==> src/rtl/m24_arbiter.sv <==
// Shares one M24C08 EEPROM I2C bus between a boot reader (owns it once after reset)
// and a user engine, with an enforced idle gap between owners and a user grant timeout.
module m24_arbiter #(
  parameter int GAP_TICKS     = 8,
  parameter int TIMEOUT_TICKS = 4096
) (
  input  logic SYSCLK_IN,
  input  logic RESET_N_IN,
  input  logic INT400K_IN,
  output logic BOOT_RESET_OUT,
  input  logic BOOT_BUSY_IN,
  input  logic BOOT_SCL_IN,
  input  logic BOOT_SDA_IN,
  input  logic BOOT_SDAT_IN,
  output logic BOOT_SDA_OUT,
  input  logic USR_REQ_IN,
  output logic USR_GNT_OUT,
  input  logic USR_DONE_IN,
  input  logic USR_SCL_IN,
  input  logic USR_SDA_IN,
  input  logic USR_SDAT_IN,
  output logic USR_SDA_OUT,
  output logic M24C08_SCL_OUT,
  output logic M24C08_SDA_OUT,
  output logic M24C08_SDAT_OUT,
  input  logic M24C08_SDA_IN,
  output logic BOOT_DONE_OUT,
  output logic TIMEOUT_OUT
);

  localparam logic [7:0]  GAP_LIMIT = 8'(GAP_TICKS);
  localparam logic [15:0] TMO_LIMIT = 16'(TIMEOUT_TICKS);

  typedef enum logic [1:0] {ST_BOOT, ST_GAP, ST_IDLE, ST_USER} state_t;

  state_t      state, state_nxt;
  logic        busy_q, busy_fall, usr_release, usr_timeout;
  logic [7:0]  gap_cnt;
  logic [15:0] tmo_cnt;
  logic        scl_q, sda_q, sdat_q, sda_in_q;
  logic        gnt_q, brst_q, tmo_q, done_q;
  logic        scl_d, sda_d, sdat_d, gnt_d, brst_d, tmo_d, done_d;

  assign busy_fall   = busy_q & ~BOOT_BUSY_IN;
  // A normal release (STOP or request dropped) takes priority over the timeout.
  assign usr_release = USR_DONE_IN | ~USR_REQ_IN;
  assign usr_timeout = (tmo_cnt == TMO_LIMIT) & ~usr_release;

  always_ff @(posedge SYSCLK_IN) begin
    if (!RESET_N_IN) state <= ST_BOOT;
    else             state <= state_nxt;
  end

  always_comb begin
    state_nxt = state;
    case (state)
      ST_BOOT: if (busy_fall) state_nxt = ST_GAP;
      ST_GAP:  if (gap_cnt == GAP_LIMIT) state_nxt = ST_IDLE;
      ST_IDLE: if (USR_REQ_IN && done_q) state_nxt = ST_USER;
      ST_USER: if (usr_release || usr_timeout) state_nxt = ST_GAP;
      default: state_nxt = ST_BOOT;
    endcase
  end

  // Outputs are decoded from the upcoming state so grant and pin ownership switch together.
  always_comb begin
    scl_d  = 1'b1;
    sda_d  = 1'b1;
    sdat_d = 1'b1;
    case (state_nxt)
      ST_BOOT: begin
        scl_d  = BOOT_SCL_IN;
        sda_d  = BOOT_SDA_IN;
        sdat_d = BOOT_SDAT_IN;
      end
      ST_USER: begin
        scl_d  = USR_SCL_IN;
        sda_d  = USR_SDA_IN;
        sdat_d = USR_SDAT_IN;
      end
      default: ;
    endcase
    gnt_d  = (state_nxt == ST_USER);
    brst_d = (state_nxt != ST_BOOT);
    tmo_d  = (state == ST_USER) & usr_timeout;
    done_d = done_q | ((state == ST_BOOT) & busy_fall);
  end

  always_ff @(posedge SYSCLK_IN) begin
    if (!RESET_N_IN) begin
      busy_q  <= 1'b0;
      gap_cnt <= '0;
      tmo_cnt <= '0;
    end else begin
      busy_q <= BOOT_BUSY_IN;
      if (state != ST_GAP)
        gap_cnt <= '0;
      else if (INT400K_IN && gap_cnt != 8'hFF)
        gap_cnt <= gap_cnt + 8'd1;
      if (state != ST_USER)
        tmo_cnt <= '0;
      else if (INT400K_IN && tmo_cnt != 16'hFFFF)
        tmo_cnt <= tmo_cnt + 16'd1;
    end
  end

  always_ff @(posedge SYSCLK_IN) begin
    if (!RESET_N_IN) begin
      scl_q    <= 1'b1;
      sda_q    <= 1'b1;
      sdat_q   <= 1'b1;
      sda_in_q <= 1'b1;
      gnt_q    <= 1'b0;
      brst_q   <= 1'b1;
      tmo_q    <= 1'b0;
      done_q   <= 1'b0;
    end else begin
      scl_q    <= scl_d;
      sda_q    <= sda_d;
      sdat_q   <= sdat_d;
      sda_in_q <= M24C08_SDA_IN;
      gnt_q    <= gnt_d;
      brst_q   <= brst_d;
      tmo_q    <= tmo_d;
      done_q   <= done_d;
    end
  end

  assign M24C08_SCL_OUT  = scl_q;
  assign M24C08_SDA_OUT  = sda_q;
  assign M24C08_SDAT_OUT = sdat_q;
  assign BOOT_SDA_OUT    = sda_in_q;
  assign USR_SDA_OUT     = sda_in_q;
  assign USR_GNT_OUT     = gnt_q;
  assign BOOT_RESET_OUT  = brst_q;
  assign TIMEOUT_OUT     = tmo_q;
  assign BOOT_DONE_OUT   = done_q;

endmodule

==> config.mk <==
export PLATFORM = sky130hd
export DESIGN_NAME = m24_arbiter
export DESIGN_NICKNAME = d
export VERILOG_FILES = /design/src/rtl/m24_arbiter.sv
export SDC_FILE = /design/constraint.sdc
export NUM_CORES = 1
export LEC_CHECK = 0
export ABC_AREA = 1
export CAP_MARGIN = 20
export CORE_MARGIN = 2
export CORE_UTILIZATION = 45
export CTS_BUF_LIST = sky130_fd_sc_hd__clkbuf_4
export DETAILED_ROUTE_END_ITERATION = 10
export GPL_TIMING_DRIVEN = 0
export PLACE_DENSITY = 0.64
export SKIP_CTS_REPAIR_TIMING = 1
export SLEW_MARGIN = 0
export SYNTH_ARGS = -nofsm -noshare
export SYNTH_HDL_FRONTEND = slang
export SYNTH_SLANG_ARGS = --single-unit
==> constraint.sdc <==
create_clock -name SYSCLK_IN -period 2.9 [get_ports SYSCLK_IN]
set_clock_uncertainty 0.1 [all_clocks]
set_input_delay 0.435 -clock SYSCLK_IN [delete_from_list [all_inputs] [get_ports SYSCLK_IN]]
set_output_delay 0.435 -clock SYSCLK_IN [all_outputs]
set_load 0.005 [all_outputs]
== After elaboration in Yosys (flattened, before gate mapping) ==
Index checks and enable logic that the tools add are counted.
Storage, ports and cells
  bits in registers: 35
  output and inout port bits: 9
Cells by class
  $add $sub $neg: 2
  equality and inequality tests: 10
  multiplexer cells: 8
  bitwise logic cells: 10
  reductions and logical operators: 9
Operators with widths (number)
  16-bit by 1-bit adder with 16-bit output, second input constant: 1
  16-bit by 13-bit == test with 1-bit output, second input constant: 1
  16-bit inequality test, second input constant: 1
  8-bit by 1-bit adder with 8-bit output, second input constant: 1
  8-bit by 4-bit == test with 1-bit output, second input constant: 1
  2-bit two-way mux: 4
  8-bit inequality test, second input constant: 1
  2-bit one-hot mux with 4 select lines: 1
  2-bit == test, second input constant: 3
  1-bit one-hot mux with 2 select lines: 3
  1-bit AND: 4
  2-bit logical NOT: 2
  1-bit inverter: 4
  2-bit OR reduction: 2
  1-bit logical AND: 3
  2-bit by 1-bit == test with 1-bit output, second input constant: 1
  2-bit by 1-bit inequality test with 1-bit output, second input constant: 1
  2-bit inequality test, second input constant: 1
  1-bit bitwise OR: 2
  2-bit nonzero test: 1
  1-bit logical OR: 1

== Logic depth before layout (Yosys ltp) ==
Gate-level depths: netlist of run 1.
  depth in word-level cells: 9
  depth in mapped cells: 11
  gate-level depth less buffers: 11

== Worst setup path after synthesis of run 1 ==
No wires, ideal clock.
  path kind: flip-flop to flip-flop
  start point: reg tmo_cnt[0]
  end point: reg scl_q, in the netlist M24C08_SCL_OUT
  library setup time: 0.127 ns
  arrival: 1.464 ns
  slack: 1.209 ns
  stages on the path, launching flop included: 12
  period minus slack after synthesis: 1.691 ns
  cell sequence: dfxtp_1 -> inv_1 -> ha_1 -> nand2_1 -> nor2_1 -> nand2_1 -> nand2_1 -> nand3_1 -> inv_1 -> ha_1 -> nor2_1 -> nand3_1
Between the ends
  word-level cells in the longest chain between the ends: 7
RTL lines
  start, declared: line 39  | logic [15:0] tmo_cnt;
  start signal, assigned: line 103  | tmo_cnt <= tmo_cnt + 16'd1;
  16-bit by 13-bit == test with 1-bit output *: line 47  | assign usr_timeout = (tmo_cnt == TMO_LIMIT) & ~usr_release;
  1-bit AND *: line 47
  1-bit logical OR *: line 60  | ST_USER: if (usr_release || usr_timeout) state_nxt = ST_GAP;
  2-bit two-way mux *: line 60
  2-bit one-hot mux with 4 select lines *: line 56  | case (state)
  via state_nxt[1]: line 36  | state_t state, state_nxt;
  2-bit == test / 2-bit logical NOT (equally long branches): line 70  | case (state_nxt)
  1-bit one-hot mux with 2 select lines *: line 70
  end signal, assigned: line 118  | scl_q <= scl_d;
  end, declared: line 40  | logic scl_q, sda_q, sdat_q, sda_in_q;
Mark *: on every way through the listed nets, which the timed path passes. The rest lies on a longest branch.
A chain may end at the register's enable or synchronous reset.

== Final worst setup path of run 1 ==
  start point: reg gap_cnt[0]
  end point: reg scl_q, in the netlist M24C08_SCL_OUT
Between the ends
  word-level cells in the longest chain between the ends: 5
RTL lines
  start, declared: line 38  | logic [7:0] gap_cnt;
  start signal, assigned: line 99  | gap_cnt <= gap_cnt + 8'd1;
  8-bit by 4-bit == test with 1-bit output *: line 58  | ST_GAP: if (gap_cnt == GAP_LIMIT) state_nxt = ST_IDLE;
  2-bit two-way mux *: line 58
  2-bit one-hot mux with 4 select lines *: line 56
  via state_nxt[1]: line 36
  2-bit == test / 2-bit logical NOT (equally long branches): line 70
  1-bit one-hot mux with 2 select lines *: line 70
Marked as above.

==> summary.txt, run 1 <==
Logic synthesis
  • Xor and xnor area share after synthesis: 4.167%
  • Post-Synthesis Cells: 289
  • Post-synthesis sequential area ratio: 37.04%
  • YS warnings: 0
  • Post-synthesis simple-gate area fraction: between 30% and 40%
  • Synth Net Count: 308
  • Top-area cell type share of the netlist area: 37.04%
  • Avg Cell Area, Syn: 6.546 µm²
  • Multiplexer area fraction after synthesis: 0%
  • Synth cell types: 22
  • Flops & latches, synth: 35
  • Largest family of logic cells by synthesized area: simple AND/OR/NAND/NOR gates
  • Post-synthesis adder-cell area fraction: under 10%
  • Largest cells by area after synthesis: dfxtp_1, nand2_1, nor2_1, inv_1, nand3_1
  • Mapped cell area: 1892 µm²
  • Compound-Gate Fraction of Synth Area: 7.077%
  • Post-synth top area cell: dfxtp_1

Finish
  • Layout overhead on the synthesized area: 16.67%
  • Post-route cell area: 2207 µm²
  • Filler cells: 405
  • Non-Filler Instances: 367
  • Layout net count: 335
  • Layout cells sized above 1: 5.994%
  • Ant diodes: 0

Placement
  • Post-DP Area: ~2200 µm²
  • GPL Wtd Cong: 0.8085
  • Inst Count DP: around 360
  • IO buf count: 20
  • Hpwl dp: just under 3 mm
  • Post-Place Setup Slack: 0.6355 ns

CTS
  • Clk sink count: 35
  • Clock latency on the worst-skew pair: 0.34 ns
  • Clk root buf: clkbuf_4
  • CTS Buf Count: 5
  • H-tree Lvls: 2
  • Clk buf depth: 2
  • Worst-path clk slew: 0.11 ns
  • TritonCTS clock tree: yes

Critical path
  • R2R Path Start: gap_cnt[0]
  • Crit-path slowest cell: dfxtp_1
  • Crit Path Class: reg -> reg
  • Worst R2R Setup Slack: about 0.95 ns
  • CP max stage delay: 0.36 ns
  • R2R Path End: M24C08_SCL_OUT
  • Worst path required time: 3.02 ns
  • CP Launch Type: flop
  • Worst path cell trace: inv_1 > ha_1 > nand3_1 > nor2_1 > nand3_1 > nand3_1 > inv_1 > ha_1 > nor2_1 > nand3_1
  • CP arrival: 2.06 ns
  • Largest delay contributor family on the critical path: simple AND/OR/NAND/NOR gates
  • Crit-path max FO: 4
  • CP dominant cell by count: nand3_1
  • Critical path buffers and inverters: 2
  • CP Capture Type: flop
  • Worst r2r path cells: 10

Timing
  • Final min period: 1.947 ns
  • Final Hold Fails: 0
  • Slew @ Worst Pin: 0.3980 ns
  • Final WS setup: 0.9535 ns
  • Setup tns final: 0 ns
  • Final Max Slew Viols: 0
  • Achievable Freq: between 0.5 and 0.6 GHz
  • Headroom to the max-slew limit: 73.47%
  • Hold Slack: 0.3832 ns
  • RSZ-0062 raised after global routing: no
  • # setup viols final: 0
  • Period utilisation layout: 67.12%

Route
  • Vias/cell: 4.831
  • Initial detailed-routing violation count: 83
  • Total number of vias: 1773
  • # DRC: 0
  • Drt total wl: a little under 4 mm
  • Pre-Repair DR Iteration Count: 4
  • Per-cell routed wire length: 10.52 µm
  • Post-route ant nets: 0

Power
  • Comb pwr share: 8.0%
  • Power Internal: approximately 0.62 mW
  • Reg power frac: 59.6%
  • Cell Pwr Density: 373.9 nW/µm²
  • Clk pwr share: around 32%
  • Sw Ratio: 24.39%
  • Net Switching: 0.2013 mW
  • Worst VDD drop: 0.2567 mV
  • Pleak: 0.8776 nW

Floorplan
  • Die Area: roughly 4700 µm²
  • Initial core utilization: 46.96%
  • Die Y: 68.84 µm
  • # IOs: 22
  • Die Wd: 68.84 µm
  • Row count: 23
  • Placeable Area: 4029 µm²

Global routing
  • Largest net degree at the start of global routing: 11
  • Total gr overflow: 0
  • Initial antenna violation count: 0
  • Vias in the first global route: 1552
  • Total GRT Usage: 18.91%
  • First-pass GRT wire length: approximately 6.7 mm

Worst hold path
  • Hold Crit Start: gap_cnt[6]
  • Hold Path Stages: 2
  • Worst min-delay path category: reg -> reg
  • Worst Hold Path EP: gap_cnt[6]

Job
  • Max_cap viols: 0

Run status
  • Outcome: finished clean
-- flip-flops by register name, indices dropped and copies added (netlist names) --
signal           cells
M24C08_SCL_OUT       1
tmo_cnt             16
USR_GNT_OUT          1
state                2
M24C08_SDA_OUT       1
BOOT_DONE_OUT        1
busy_q               1
BOOT_SDA_OUT         1
BOOT_RESET_OUT       1
TIMEOUT_OUT          1
gap_cnt              8
M24C08_SDAT_OUT      1
-- layer usage --
| metal | share of wire, % | GRT usage, % |
|---|---|---|
| met4 | 1.3 | 5.882 |
| met5 | 0 | 0 |
| met1 | 51 | 26.29 |
| met2 | 44 | 28.37 |
| met3 | 4.0 | 5.195 |
-- power groups by stage --
| stage | logic [mW] | registers, mW | clock network [mW] |
|---|---|---|---|
| floorplan | 0.0288 | 0.503 | 0 |
| global placement | 0.0669 | 0.503 | 0 |
| detailed placement | 0.0667 | 0.503 | 0 |
| CTS | 0.0674 | 0.492 | 0.278 |
| global route | 0.0755 | 0.493 | 0.291 |
| finish | 0.0663 | 0.492 | 0.267 |
-- synthesized netlist by cell type, drive strengths merged --
cell type	count
or2	1
nor2	45
o21ai	6
xnor2	2
clkinv	1
nand2	87
clkbuf	1
dfxtp	35
inv	38
buf	4
a21oi	20
nand4	7
ha	6
xor2	7
nor3	3
nand3	26
-- cell type report --
cell class / instances / area, µm² / share of cell area [%]
multi-input cells: 210 / 1003 / 45.46
clock inverters: 2 / 7.507 / 0.3401
well taps: 50 / 62.56 / 2.834
plain buffers: 5 / 41.29 / 1.871
clock buffers: 6 / 45.04 / 2.041
inverters: 39 / 146.4 / 6.633
repair buffers: 20 / 200.2 / 9.070
flip-flops and latches: 35 / 700.7 / 31.75
-- placed cells by master, fill, tap and decap left out --
cell             netlist  final
a21oi_1               20     20
buf_4                  2      2
buf_6                  2      2
clkbuf_1               1      1
clkbuf_4               0      6
clkdlybuf4s50_1        0     20
clkinv_1               1      3
dfxtp_1               35     35
ha_1                   6      6
inv_1                 37     37
inv_2                  1      1
nand2_1               86     86
nand2_2                1      1
nand3_1               26     26
nand4_1                7      7
nor2_1                40     40
nor2_2                 3      3
nor2_4                 2      2
nor3_1                 3      3
o21ai_0                5      5
o21ai_2                1      1
or2_2                  1      1
xnor2_1                2      2
xor2_1                 7      7
-- worst max path at each step --
stage | startpoint | slack [ns] | depth (start not counted) | end
floorplan | tmo_cnt[0] | 1.21 | 11 | M24C08_SCL_OUT
global placement | RESET_N_IN | 0.64 | 5 | tmo_cnt[4]
detailed placement | RESET_N_IN | 0.64 | 5 | tmo_cnt[3]
CTS | gap_cnt[0] | 0.94 | 10 | M24C08_SCL_OUT
global route | gap_cnt[0] | 0.75 | 10 | M24C08_SDAT_OUT
finish | gap_cnt[0] | 0.95 | 10 | M24C08_SCL_OUT
-- cell families after synthesis --
group	count (synthesis)
XOR/XNOR	9
buffers and inverters	44
AND/OR/NAND/NOR	169
flip-flops	35
adder cells (fa/ha/maj)	6
AO/OA/AOI/OAI	26
-- per-stage QoR --
| stage | power [mW] | utilization [%] |
|---|---|---|
| floorplan | 0.5322 | - |
| global placement | 0.5696 | 53.48 |
| detailed placement | 0.5696 | 53.48 |
| CTS | 0.8376 | 54.78 |
| global route | 0.8592 | 54.78 |
| finish | 0.8252 | 54.78 |
-- worst min-delay path, cell delays in order, from the launching register on --
cell,delay (ns)
dfxtp_1,0.34
nand2_1,0.06
a21oi_1,0.05
(Power assumes the default switching activity.)
==> run 2: changes to the inputs <==
clock period = 2 ns   (was 2.9 ns; I/O delays follow)
==> run 2 against run 1 <==
Maximum frequency grew 7.2%; clock power grew 45%; sequential share of layout area is essentially flat; hold slack lost 0.078 ns; flip-flop and latch count is the same; non-clock buffer count is the same; design area grew 0.28%; critical endpoint unchanged; largest power group unchanged.
==> summary.txt, run 2 (synthesis gave the netlist of run 1 again) <==
Critical path
  • CP arrival: 1.94 ns (-0.12 ns)
  • CP dominant cell by count: nand3_1
  • R2R Path End: M24C08_SCL_OUT
  • Worst path cell trace: inv_1 > ha_1 > nand3_1 > nor2_2 > nand3_1 > nand3_1 > inv_1 > ha_1 > nor2_2 > nand3_1
  • Worst setup path startpoint: gap_cnt[0]
  • R2R Path Start: gap_cnt[0]
  • Worst path required time: 2.12 ns (-0.90 ns)
  • Critical path buffers and inverters: 2 (unchanged)
  • Crit-path max FO: 4 (unchanged)
  • Crit-path slowest cell: dfxtp_1
  • CP Capture Type: flop
  • CP Launch Type: flop
  • Crit Path Class: reg -> reg
  • Worst R2R Setup Slack: 0.18 ns (-0.77 ns)
  • Worst r2r path cells: 10 (unchanged)
  • CP max stage delay: 0.36 ns (about the same)
  • Largest delay contributor family on the critical path: simple AND/OR/NAND/NOR gates

Global routing
  • Vias in the first global route: 1552 (unchanged)
  • First-pass GRT wire length: 6.686 mm (unchanged)
  • Initial antenna violation count: 0 (unchanged)
  • Total GRT Usage: 18.91% (unchanged)
  • Largest net degree at the start of global routing: 11 (unchanged)
  • Total gr overflow: 0 (unchanged)

Worst hold path
  • Worst min-delay path category: in -> reg
  • Hold Crit Start: INT400K_IN
  • Worst Hold Path EP: gap_cnt[6]
  • Hold Path Stages: 3 (+1)

Floorplan
  • Die Wd: 68.84 µm (unchanged)
  • Initial core utilization: 46.96% (unchanged)
  • Row count: 23 (unchanged)
  • Die Y: 68.84 µm (unchanged)
  • Die Area: 4739 µm² (unchanged)
  • # IOs: 22 (unchanged)
  • Placeable Area: 4029 µm² (unchanged)

Timing
  • Slew @ Worst Pin: 0.4001 ns (+0.002137 ns)
  • Final min period: 1.816 ns (-0.1309 ns)
  • Final Hold Fails: 0 (unchanged)
  • Setup tns final: 0 ns (unchanged)
  • # setup viols final: 0 (unchanged)
  • Final WS setup: 0.1844 ns (-0.7691 ns)
  • Hold Slack: 0.3055 ns (-0.07765 ns)
  • Period utilisation layout: 90.78% (+24 points)
  • Headroom to the max-slew limit: 73.33% (-0.14 points)
  • Achievable Freq: 0.5508 GHz (+7.2%)
  • RSZ-0062 raised after global routing: no
  • Final Max Slew Viols: 0 (unchanged)

Power
  • Worst VDD drop: 0.3724 mV (+45%)
  • Total Power: 1.197 mW (+45%)
  • Cell Pwr Density: 540.8 nW/µm² (+45%)
  • Pleak: 0.8759 nW (-0.20%)

CTS
  • H-tree Lvls: 2 (unchanged)
  • TritonCTS clock tree: yes
  • Clk root buf: clkbuf_4
  • Clk sink count: 35 (unchanged)
  • Clk buf depth: 2 (unchanged)
  • Clock latency on the worst-skew pair: 0.34 ns (about the same)
  • Worst-path clk slew: 0.11 ns (about the same)
  • CTS Buf Count: 5 (unchanged)

Finish
  • Register area: 701.9 µm² (+0.18%)
  • Layout cells sized above 1: 6.940% (+0.95 points)
  • Layout overhead on the synthesized area: 17.00%
  • Non-Filler Instances: 367 (unchanged)
  • Filler cells: 404 (-0.25%)
  • Post-route cell area: 2213 µm² (+0.28%)
  • Largest registers: tmo_cnt: 16 flops, gap_cnt: 8 flops, state: 2 flops
  • Most common cell after layout, fill and taps aside: nand2_1
  • Ant diodes: 0 (unchanged)
  • Largest register FFs: 16 (unchanged)
  • Most flops, register: tmo_cnt
  • Highest-count cells in the layout ignoring fill and taps: nand2_1, nor2_1, inv_1
  • Multi-input logic area: 1008 µm² (+0.50%)
  • Layout net count: 335 (unchanged)
  • Final core occ: 54.94% (+0.16 points)

Placement
  • IO buf count: 20 (unchanged)
  • Hpwl dp: 2.889 mm (unchanged)
  • Inst Count DP: 359 (unchanged)
  • Post-Place Setup Slack: -0.1295 ns (-0.7650 ns)
  • Post-DP Area: 2155 µm² (unchanged)
  • GPL Wtd Cong: 0.8085 (unchanged)

Route
  • # DRC: 0 (unchanged)
  • Post-route ant nets: 0 (unchanged)
  • Pre-Repair DR Iteration Count: 5 (+1)
  • Total number of vias: 1783 (+0.56%)
  • Vias/cell: 4.858 (+0.56%)
  • Drt total wl: 3.876 mm (+0.36%)
  • Per-cell routed wire length: 10.56 µm (+0.36%)
  • Initial detailed-routing violation count: 76 (-8.4%)

Run status
  • Outcome: finished clean

Job
  • Max_cap viols: 0 (unchanged)
run 2: worst max path at each step:
| stage | slack [ns] | depth (start not counted) | endpoint |
|---|---|---|---|
| after floorplan | 0.31 | 11 | M24C08_SCL_OUT |
| after global placement | -0.12 | 5 | tmo_cnt[4] |
| after detailed placement | -0.13 | 5 | tmo_cnt[3] |
| after CTS | 0.04 | 10 | M24C08_SCL_OUT |
| after global routing | 0.006 | 10 | M24C08_SDAT_OUT |
| final | 0.18 | 10 | M24C08_SCL_OUT |
run 2: power by group:
group          internal (mW)  switching (mW)  total [mW]
clock network          0.144           0.243       0.387
logic                 0.0529          0.0442      0.0971
registers              0.708         0.00461       0.713
total                  0.905           0.292        1.20
run 2: worst register-to-register path: stages, from the launching register on:
cell and delay [ns]:
dfxtp_1 0.36, inv_1 0.08, ha_1 0.14, nand3_1 0.09
nor2_2 0.14, nand3_1 0.10, nand3_1 0.13, inv_1 0.06
ha_1 0.29, nor2_2 0.13, nand3_1 0.08
run 2: cell type report:
type | count | area share (%)
flip-flops and latches | 35 | 31.71
clock inverters | 2 | 0.3392
repair buffers | 20 | 9.045
plain buffers | 5 | 1.865
inverters | 39 | 6.614
multi-input cells | 210 | 45.56
clock buffers | 6 | 2.035
well taps | 50 | 2.826
run 2: per-layer routing:
layer / vias to the layer above / track usage [%] / share of wire, %
met3: 4 / 5.195 / 4.9
met5: - / 0 / 0
met4: 0 / 5.882 / 1.2
met2: 35 / 28.37 / 44
li1: 958 / - / -
met1: 786 / 26.29 / 50
==> run 3: changes to the inputs <==
--- a/config.mk
+++ b/config.mk
@@ -9,9 +9,9 @@
 export CAP_MARGIN = 20
 export CORE_MARGIN = 2
-export CORE_UTILIZATION = 45
+export CORE_UTILIZATION = 55
 export CTS_BUF_LIST = sky130_fd_sc_hd__clkbuf_4
 export DETAILED_ROUTE_END_ITERATION = 10
 export GPL_TIMING_DRIVEN = 0
-export PLACE_DENSITY = 0.64
+export PLACE_DENSITY = 0.77
 export SKIP_CTS_REPAIR_TIMING = 1
 export SLEW_MARGIN = 0
==> constraint.sdc (replaced) <==
create_clock -name SYSCLK_IN -period 2 [get_ports SYSCLK_IN]
set_clock_uncertainty 0.1 [all_clocks]
set_input_delay 0.5 -clock SYSCLK_IN [delete_from_list [all_inputs] [get_ports SYSCLK_IN]]
set_output_delay 0.5 -clock SYSCLK_IN [all_outputs]
set_load 0.005 [all_outputs]
==> run 3 against run 2 <==
Sequential share of layout area decreased by 0.29 points; critical path depth fell by 8; via count about the same; die area down 17%; register-to-register slack about the same; sequential power hardly changed.
==> summary.txt, run 3 (synthesis gave the netlist of run 1 again) <==
Placement
  • IO buf count: 20 (unchanged)
  • Inst Count DP: 355 (-1.1%)
  • Post-Place Setup Slack: -0.3165 ns (-0.1870 ns)
  • GPL Wtd Cong: 0.8207 (+1.5%)
  • Hpwl dp: 2.758 mm (-4.5%)

Critical path
  • Worst R2R Setup Slack: 0.17 ns (about the same)
  • Worst r2r path cells: 11 (+1)
  • Crit Path Class: reg -> out
  • Worst path required time: 1.40 ns (-0.72 ns)
  • Worst setup path startpoint: BOOT_SDA_OUT
  • CP arrival: 1.28 ns (-0.66 ns)
  • R2R Path End: M24C08_SDA_OUT
  • CP Launch Type: flop
  • CP Capture Type: output pin
  • R2R Path Start: tmo_cnt[0]
  • CP endpoint: USR_SDA_OUT
  • Crit-path max FO: 2 (-2)

Finish
  • Largest register FFs: 16 (unchanged)
  • Layout net count: 335 (unchanged)
  • Multi-input logic area: 1011 µm² (+0.25%)
  • Most common cell after layout, fill and taps aside: nand2_1
  • Layout cells sized above 1: 7.571% (+0.63 points)
  • Register area: 705.7 µm² (+0.53%)
  • Filler cells: 305 (-25%)
  • Layout overhead on the synthesized area: 18.72%
  • Ant diodes: 0 (unchanged)
  • Non-Filler Instances: 363 (-1.1%)
  • Highest-count cells in the layout ignoring fill and taps: nand2_1, nor2_1, inv_1
  • Most flops, register: tmo_cnt
  • Largest registers: tmo_cnt: 16 flops, gap_cnt: 8 flops, state: 2 flops

Route
  • Total number of vias: 1784 (+0.056%)
  • Initial detailed-routing violation count: 91 (+20%)
  • Pre-Repair DR Iteration Count: 4 (-1)
  • Post-route ant nets: 0 (unchanged)
  • Drt total wl: 3.635 mm (-6.2%)
  • Vias/cell: 4.915 (+1.2%)
  • # DRC: 0 (unchanged)
  • Per-cell routed wire length: 10.01 µm (-5.2%)

Timing
  • Final Max Slew Viols: 0 (unchanged)
  • Achievable Freq: 0.5330 GHz (-3.2%)
  • Slew @ Worst Pin: 0.3751 ns (-0.02501 ns)
  • # setup viols final: 0 (unchanged)
  • Final Hold Fails: 0 (unchanged)
  • Headroom to the max-slew limit: 74.99% (+1.7 points)
  • Period utilisation layout: 93.80% (+3.0 points)
  • Final min period: 1.876 ns (+0.06037 ns)
  • Hold Slack: 0.3837 ns (+0.07820 ns)
  • Final WS setup: 0.1240 ns (-0.06037 ns)

Job
  • Max_cap viols: 0 (unchanged)

Floorplan
  • Row count: 21 (-8.7%)
  • Die Area: 3925 µm² (-17%)
  • Die Wd: 62.65 µm (-9.0%)
  • # IOs: 22 (unchanged)
  • Initial core utilization: 57.14% (+10 points)
  • Die Y: 62.65 µm (-9.0%)
  • Placeable Area: 3311 µm² (-18%)

Run status
  • Outcome: finished clean

CTS
  • Worst-path clk slew: 0.11 ns (about the same)
  • Clk sink count: 35 (unchanged)
  • Clock latency on the worst-skew pair: 0.35 ns (about the same)
  • H-tree Lvls: 2 (unchanged)
  • Clk root buf: clkbuf_4
  • CTS Buf Count: 5 (unchanged)
  • TritonCTS clock tree: yes
  • Clk buf depth: 2 (unchanged)

Global routing
  • Initial antenna violation count: 0 (unchanged)
  • First-pass GRT wire length: 6.651 mm (-0.52%)
  • Total gr overflow: 0 (unchanged)
  • Vias in the first global route: 1619 (+4.3%)
  • Total GRT Usage: 21.35% (+2.4 points)
  • Largest net degree at the start of global routing: 13 (+2)

Power
  • Cell Pwr Density: 588.5 nW/µm² (+8.8%)
  • Pleak: 0.8916 nW (+1.8%)
  • Worst VDD drop: 0.3637 mV (-2.3%)

Worst hold path
  • Worst min-delay path category: reg -> reg
==> run 3: where the power goes <==
part | internal [mW] | total, mW | leakage (nW) | switching, mW
Clock | 0.263 | 0.514 | 0.0432 | 0.251
Combinational | 0.0529 | 0.0959 | 0.563 | 0.0429
Sequential | 0.707 | 0.712 | 0.285 | 0.00453
Total | 1.02 | 1.32 | 0.892 | 0.298
==> run 3: worst min path at each step <==
stage / start / to / slack [ns] / depth (start not counted)
2_1_floorplan: gap_cnt[6] / gap_cnt[6] / 0.35 / 2
3_3_place_gp: gap_cnt[6] / gap_cnt[6] / 0.37 / 2
3_5_place_dp: BOOT_DONE_OUT / BOOT_DONE_OUT / 0.37 / 2
4_1_cts: BOOT_DONE_OUT / BOOT_DONE_OUT / 0.39 / 2
5_1_grt: gap_cnt[6] / gap_cnt[6] / 0.42 / 2
6_report: BOOT_DONE_OUT / BOOT_DONE_OUT / 0.38 / 2
==> run 3: area by class of cell <==
cell class / count / area share, %
clock inverter: 3 / 1.894
multi-input combinational: 210 / 45.01
clock buffer: 5 / 1.671
sequential: 35 / 31.42
buffer: 5 / 1.838
inverter: 39 / 6.685
timing repair buffer: 20 / 8.914
tap: 46 / 2.563
==> run 3: per-layer routing <==
metal  share of wire (%)  GRT usage [%]  vias up  routed length, µm
met3                 3.7          5.225        8                135
met2                  48          36.96       27               1744
met1                  46          24.72      797               1680
li1                    -              -      952                  -
met5                   0              0        -                  0
met4                 2.1          10.00        0                 75
==> run 3: critical path, stage by stage, from the launching register on <==
cell and delay, ns:
dfxtp_1 0.35, buf_4 0.10, clkdlybuf4s50_1 0.48
==> run 3: through the flow <==
stage               setup TNS [ns]  instance area [µm²]  power [mW]  utilization, %
detailed placement          -3.951                 2150      0.8246           64.93
finish                           0                 2246       1.322           67.84
global placement            -3.214                 2150      0.8241           64.93
floorplan                        0                 1892      0.7716               -
global route            -0.0006055                 2246       1.374           67.84
CTS                              0                 2230       1.341           67.35
